$ cat config.mk
export PLATFORM = sky130hd
export DESIGN_NAME = weight_update_unit
export DESIGN_NICKNAME = d
export VERILOG_FILES = /design/src/rtl/weight_update_unit.sv
export SDC_FILE = /design/constraint.sdc
export NUM_CORES = 1
export LEC_CHECK = 0
export ABC_AREA = 0
export BUFFER_PORTS_ARGS = -buffer_cell sky130_fd_sc_hd__buf_2
export CAP_MARGIN = 20
export CORE_UTILIZATION = 50
export CTS_CLUSTER_SIZE = 28
export DETAILED_ROUTE_END_ITERATION = 8
export HOLD_SLACK_MARGIN = 0.02
export PLACE_DENSITY = 0.71
export SYNTH_ARGS = -nofsm -noshare
export SYNTH_HDL_FRONTEND = slang
export SYNTH_SLANG_ARGS = --single-unit
export TNS_END_PERCENT = 30
$ cat constraint.sdc
create_clock -name clk -period 18.9 [get_ports clk]
set_input_delay 3.78 -clock clk [delete_from_list [all_inputs] [get_ports clk]]
set_output_delay 3.78 -clock clk [all_outputs]
set_load 0.005 [all_outputs]
$ cat src/rtl/weight_update_unit.sv
// In-place SGD weight update over one layer's weight RAM:
// W[j][i] <= sat8(W[j][i] - sat8(lr * sat16(delta[j] * x[i]))), one weight every 3 cycles.
module weight_update_unit #(
  parameter int N_IN  = 4,
  parameter int N_OUT = 3,
  parameter int IW    = 2,
  parameter int OW    = 2,
  parameter int AW    = 4
) (
  input  logic          clk,
  input  logic          reset,
  input  logic          start,
  input  logic [7:0]    lr,
  output logic          busy,
  output logic          done,
  output logic [AW-1:0] w_raddr,
  output logic          w_ren,
  input  logic [7:0]    w_rdata,
  output logic [AW-1:0] w_waddr,
  output logic          w_wen,
  output logic [7:0]    w_wdata,
  output logic [IW-1:0] x_idx,
  input  logic [7:0]    x_in,
  output logic [OW-1:0] d_idx,
  input  logic [15:0]   d_in
);

  typedef enum logic [2:0] {
    S_IDLE  = 3'd0,
    S_READ  = 3'd1,
    S_WAIT  = 3'd2,
    S_WRITE = 3'd3,
    S_DONE  = 3'd4
  } state_t;

  state_t        state_q, state_d;
  logic [IW-1:0] i_q, i_d;
  logic [OW-1:0] j_q, j_d;
  logic [7:0]    lr_q, lr_d;
  logic [7:0]    w_wdata_q, w_wdata_d;
  logic [AW-1:0] addr;

  logic signed [23:0] d_ext, x_ext, prod_g;
  logic signed [15:0] grad;
  logic signed [23:0] g_ext, lr_ext, prod_s;
  logic signed [7:0]  step;
  logic signed [8:0]  diff;
  logic signed [7:0]  w_new;

  function automatic logic signed [15:0] sat16(input logic signed [23:0] v);
    if (v > 24'sd32767)       return 16'sh7FFF;
    else if (v < -24'sd32768) return 16'sh8000;
    else                      return v[15:0];
  endfunction

  function automatic logic signed [7:0] sat8_w24(input logic signed [23:0] v);
    if (v > 24'sd127)       return 8'sh7F;
    else if (v < -24'sd128) return 8'sh80;
    else                    return v[7:0];
  endfunction

  function automatic logic signed [7:0] sat8_w9(input logic signed [8:0] v);
    if (v > 9'sd127)       return 8'sh7F;
    else if (v < -9'sd128) return 8'sh80;
    else                   return v[7:0];
  endfunction

  // Datapath: operands are explicitly sign-extended to the product width so the
  // multiplies stay exact (|product| < 2^23 for all 16x8 operands).
  always_comb begin
    d_ext  = {{8{d_in[15]}}, d_in};
    x_ext  = {{16{x_in[7]}}, x_in};
    prod_g = d_ext * x_ext;
    grad   = sat16(prod_g >>> 5);
    g_ext  = {{8{grad[15]}}, grad};
    lr_ext = {{16{lr_q[7]}}, lr_q};
    prod_s = g_ext * lr_ext;
    step   = sat8_w24(prod_s >>> 13);
    diff   = {w_rdata[7], w_rdata} - {step[7], step};
    w_new  = sat8_w9(diff);
  end

  always_comb begin
    state_d   = state_q;
    i_d       = i_q;
    j_d       = j_q;
    lr_d      = lr_q;
    w_wdata_d = w_wdata_q;
    case (state_q)
      S_IDLE: begin
        if (start) begin
          lr_d    = lr;
          i_d     = '0;
          j_d     = '0;
          state_d = S_READ;
        end
      end
      S_READ:  state_d = S_WAIT;
      S_WAIT: begin
        w_wdata_d = w_new;
        state_d   = S_WRITE;
      end
      S_WRITE: begin
        if (i_q == IW'(N_IN - 1) && j_q == OW'(N_OUT - 1)) begin
          state_d = S_DONE;
        end else begin
          if (i_q == IW'(N_IN - 1)) begin
            i_d = '0;
            j_d = j_q + OW'(1);
          end else begin
            i_d = i_q + IW'(1);
          end
          state_d = S_READ;
        end
      end
      S_DONE:  state_d = S_IDLE;
      default: state_d = S_IDLE;
    endcase
  end

  always_ff @(posedge clk) begin
    if (reset) begin
      state_q   <= S_IDLE;
      i_q       <= '0;
      j_q       <= '0;
      lr_q      <= '0;
      w_wdata_q <= '0;
    end else begin
      state_q   <= state_d;
      i_q       <= i_d;
      j_q       <= j_d;
      lr_q      <= lr_d;
      w_wdata_q <= w_wdata_d;
    end
  end

  // i/j only move on the WRITE->READ transition, so the address and buffer
  // indices are stable from READ through WRITE of each weight.
  assign addr    = AW'(j_q) * AW'(N_IN) + AW'(i_q);
  assign w_raddr = addr;
  assign w_waddr = addr;
  assign x_idx   = i_q;
  assign d_idx   = j_q;
  assign w_wdata = w_wdata_q;
  assign w_ren   = (state_q == S_READ);
  assign w_wen   = (state_q == S_WRITE);
  assign busy    = (state_q == S_READ) || (state_q == S_WAIT) || (state_q == S_WRITE);
  assign done    = (state_q == S_DONE);

endmodule

* Word level (Yosys, flattened, before mapping) *
Cells that the tools add are included.

cells by class
  $add $sub $neg = 4
  $mul = 2
  divide/modulo/power cells = 0
  $lt $le $gt $ge = 6
  equality and inequality tests = 9
  shifts and indexed selects = 0
  mux-type cells = 16
  bitwise gates (word level) = 0
  reductions and logical operators = 8

operators with widths
  kind                                                                                count
  16-bit by 8-bit multiplier with 24-bit output                                       2
  16-bit 2-to-1 mux                                                                   2
  8-bit 2-to-1 mux                                                                    4
  19-bit by 16-bit greater-than comparator with 1-bit output (second input constant)  1
  19-bit by 16-bit < comparator with 1-bit output (second input constant)             1
  3-bit case mux with 4 select lines                                                  1
  11-bit by 8-bit greater-than comparator with 1-bit output (second input constant)   1
  11-bit by 8-bit < comparator with 1-bit output (second input constant)              1
  2-bit 2-to-1 mux                                                                    5
  9-bit by 8-bit greater-than comparator with 1-bit output (second input constant)    1
  9-bit by 8-bit < comparator with 1-bit output (second input constant)               1
  8-bit by 8-bit subtractor with 9-bit output                                         1
  2-bit case mux with 2 select lines                                                  2
  3-bit by 2-bit == test with 1-bit output (second input constant)                    2
  3-bit 2-to-1 mux                                                                    2
  2-bit by 1-bit adder with 2-bit output (second input constant)                      2
  4-bit by 2-bit adder with 4-bit output                                              1
  2-bit == test (second input constant)                                               2
  2-bit != test (second input constant)                                               2
  4-bit AND reduction                                                                 1
  3-bit by 1-bit == test with 1-bit output (second input constant)                    1
  3-bit == test (second input constant)                                               1
  3-bit logical NOT                                                                   1
  3-bit AND reduction                                                                 1
  5 further kinds                                                                     6

storage, ports and cells
  register bits = 23
  bits in latches = 0
  bits in writable memories = 0
  ROM bits = 0
  bits of input ports = 43
  output and inout bits = 24
  word-level logic and storage cells = 50
  memories kept = 0

* Depth between registers and ports, before layout *
  depth in word-level cells = 12
  depth in mapped cells = 50
  mapped depth without buffers = 45

* Worst setup path after synthesis *
OpenSTA, ideal clock, no wires.

  path kind = input port to flip-flop
  start = in x_in[7]
  end = reg w_wdata_q[6] (netlist: w_wdata[6])
  library setup time = 0.086 ns
  arrival = 15.060 ns
  data required time = 18.814 ns
  path slack = 3.755 ns
  stages on the path = 44
  buffers on the path = 4
  cell sequence = inv_1 > buf_1 > nor2_1 > fa_1 > fa_1 > fa_1 > inv_1 > fa_1 > inv_1 > ha_1 > buf_6 > a2111o_1 > o211ai_2 > o22ai_2 > or4_1 > buf_2 > a211o_4 > nand2_4 > [... 8 more ...] > ha_1 > and4_1 > a21oi_1 > a21oi_1 > a311oi_1 > o21bai_1 > or3_1 > o221ai_1 > o31ai_1 > ha_1 > fa_1 > nor2b_1 > o21ai_0 > a21boi_0 > nor4_1 > or3_1 > maj3_1 > a211oi_1

between the ends
  cells in the longest elaborated chain, start to end = 12
  elaborated cells on any way between the ends = 15
  classes of those cells = add/sub (1); mul (2); order compare (6); mux (6)

RTL lines
  item                                             line  RTL
  start, declared                                  23    input logic [7:0] x_in,
  16-bit by 8-bit multiplier with 24-bit output *  73    prod_g = d_ext * x_ext;
  19-bit by 16-bit < comparator with 1-bit output  52    else if (v < -24'sd32768) return 16'sh8000;
  16-bit 2-to-1 mux                                52
  16-bit 2-to-1 mux *                              51    if (v > 24'sd32767) return 16'sh7FFF;
  16-bit by 8-bit multiplier with 24-bit output *  77    prod_s = g_ext * lr_ext;
  11-bit by 8-bit < comparator with 1-bit output   58    else if (v < -24'sd128) return 8'sh80;
  8-bit 2-to-1 mux                                 58
  8-bit 2-to-1 mux *                               57    if (v > 24'sd127) return 8'sh7F;
  8-bit by 8-bit subtractor with 9-bit output *    79    diff = {w_rdata[7], w_rdata} - {step[7], step};
  9-bit by 8-bit < comparator with 1-bit output    64    else if (v < -9'sd128) return 8'sh80;
  8-bit 2-to-1 mux                                 64
  8-bit 2-to-1 mux *                               63    if (v > 9'sd127) return 8'sh7F;
  end signal, assigned                             133   w_wdata_q <= w_wdata_d;
  end, declared                                    40    logic [7:0] w_wdata_q, w_wdata_d;

Mark *: on every way between the ends. The rest lies on a longest branch, timed or not.
A chain may end at the register's enable or synchronous reset.

* Worst setup path after layout *
  start = in x_in[7]
  end = reg w_wdata_q[2] (netlist: w_wdata[2])

The elaborated chain is that of the path after synthesis.

==> impl_metrics.ini <==
[routing]
wl_um = 23900
wl_per_cell_um = 15.1
first_pass_iters = 4
ant_nets = 0
post_drt_via_cell_ratio = 5.45
drc_errors = 0
first_iter_violations = 431
routed-via-count = 8622

[sta]
maxSlewHeadroom_pct = 36.5
timing.fmax_mhz = 59.5
finalHoldViolations = 0
finClkSkew_ps = 1.35
fin_tns_setup_ps = 0
slew_violations = 0
worst_pin_slew_ps = 946
rsz0062_at_grt = no
post-route-min-period_ps = 16810
fin_crit_sh_pct = 88.9
layout_setup_ws_ps = 2090
setup_violations = 0

[final_layout]
n_antenna_cell = 0
drive_gt1_share_pct = 8.04
synthToLayoutAreaGrowth_pct = 5.05
nets = 1650

[logic_synthesis]
syn-num-nets = 1618
ys_seq_area_share_pct = 4.21
async_flop_share_pct = 0
synth_area_leaders = fa_1 (37%), ha_1 (11%), inv_1 (9.0%)
synthesis.area_um2 = 10900
synthFlopType = dfxtp_1
synth_top_area_share_pct = 37.3
yosysTopAreaCell = fa_1
yosys_warnings = 0
synth_cells = 1275
synth-seq-cells = 23
avgSynthCellArea_um2 = 8.58
synth_cell_types = 84
synth-edff-count = 0

[cts]
cts_buffers = 3
cts_root_buf = clkbuf_16
cts_resized = 0
insertion_delay_ps = 250
hold_buffers = 0
clk_pin_slew_ps = 60
cts_max_level = 1
cts_sinks = 23
postCtsSetupBuffers = 0
ctsLongestPathBuffers = 2
cts_tree = yes

[min_path]
hold_class = reg -> reg
whs_path_depth = 2

[worst_setup_path]
endpoint_kind = flip-flop
startpoint_type = input port
critPathKind = in -> reg
crit_top_cell = fa_1
crit_slowest_cell = o21ai_1
worstPathArrival_ps = 16980
cp_max_fo = 15
crit_required_ps = 19080
cpPeakStageDelay_ps = 770
reg2regPathDepth = 27

[die]
die_h_um = 150
dieArea_um2 = 22500
ios = 67
fp-row-count = 53
start_util_pct = 51.6
core_area_um2 = 21200
die_w_um = 150

[status]
outcome = complete, no violations

[job]
drv_cap = 0

[placed_design]
dp_slack_ps = 1990
port-buffer-count = 66
dpl.hpwl_um = 20300
gp_congestion = 0.884

[global_routing]
grt_antenna_before_repair = 0
grt_util_all_layers_pct = 23.0
overflow = 0
grt_start_max_net_pins = 43
grt_pass1_vias = 8915
grt_pass1_wl_um = 42100
layer usage:
layer | up-vias | global-route usage [%] | part of all wire [%]
met4 | 0 | 2.17 | 0.61
met5 | - | 0 | 0
met3 | 12 | 1.16 | 3.7
li1 | 4139 | - | -
met1 | 4309 | 33.0 | 47
met2 | 162 | 39.7 | 49
worst paths after layout:
check | slack [ps] | start | endpoint
setup / recovery | 2090 | x_in[7] | w_wdata[2]
hold / removal | 500 | w_wdata[7] | w_wdata[7]
setup reg to reg | 10160 | lr_q[3] | w_wdata[2]
hold reg to reg | 500 | w_wdata[7] | w_wdata[7]
synthesized netlist by cell type (5+ instances only):
cell type / instances
a21boi_0: 24
nand2b_1: 6
and3_1: 8
a21boi_1: 9
nor2_1: 57
or2_2: 5
o21a_1: 6
nand3_1: 6
fa_1: 204
o21ai_0: 38
xor2_1: 11
nand2_1: 77
buf_4: 14
o21ai_1: 6
a21o_1: 9
a211oi_1: 15
nor3b_1: 16
nor2b_1: 5
ha_1: 96
and2_1: 119
a21oi_1: 76
or3_1: 6
xnor2_1: 26
nor3_1: 26
dfxtp_1: 23
clkbuf_1: 21
buf_2: 5
inv_1: 262
cell usage in the layout (no fill, tap or decap), types with 4 or more instances in the layout:
cell type	instances
o2bb2ai_1	4
buf_2	66
nand3_1	6
xnor2_1	26
o21ai_0	38
and3_1	8
a21boi_1	9
nor3_1	26
nor2_1	57
nand3b_1	4
xor2_1	11
o21ai_1	6
o211a_1	4
or2_2	5
o21a_1	6
nor3b_1	16
a21o_1	9
nand2_1	77
a21boi_0	24
nand2b_1	6
ha_1	96
nor2b_1	5
nand4_1	4
and2_1	119
a211oi_1	15
or3_1	6
inv_1	262
maj3_1	4
a21oi_1	76
dfxtp_1	23
fa_1	204
through the flow:
| stage | area [um2] | hold slack (ps) | std cells | util (%) |
|---|---|---|---|---|
| after global routing | 11500 | 536 | 1581 | 54.2 |
| final | 11500 | 500 | 1581 | 54.2 |
| after CTS | 11500 | 502 | 1580 | 54.2 |
| after global placement | 11400 | 495 | 1576 | 53.8 |
| after detailed placement | 11400 | 495 | 1576 | 53.8 |
| after floorplan | 10900 | 460 | 1275 | - |
registers in the layout, indices dropped and copies added, names as in the netlist:
signal	count
w_wdata	8
state_q	3
x_idx	2
lr_q	8
d_idx	2
area by class of cell:
cell class / instances / area [um2]
clock inverters: 1 / 5.00
repair buffers: 70 / 358
flip-flops and latches: 23 / 460
well taps: 275 / 344
multi-input cells: 944 / 9260
clock buffers: 3 / 75.1
fillers: 2021 / 9720
inverters: 265 / 995
kinds of logic after synthesis:
group	after synthesis	share of synthesized area (%)
AND/OR/NAND/NOR	356	17.5
buffers and inverters	308	11.2
adder cells (fa/ha/maj)	304	48.7
AO/OA/AOI/OAI	247	15.5
XOR/XNOR	37	2.96
flip-flops	23	4.21
critical path, delay by kind of cell:
kind,cells,cell delay (ps)
adder cells (fa/ha/maj),12,5400
AO/OA/AOI/OAI,18,5280
buffers and inverters,6,740
AND/OR/NAND/NOR,7,1780
Power is left out: the tool's default activity adds up to more than one toggle a clock period on the data nets, which glitch-free logic cannot reach.
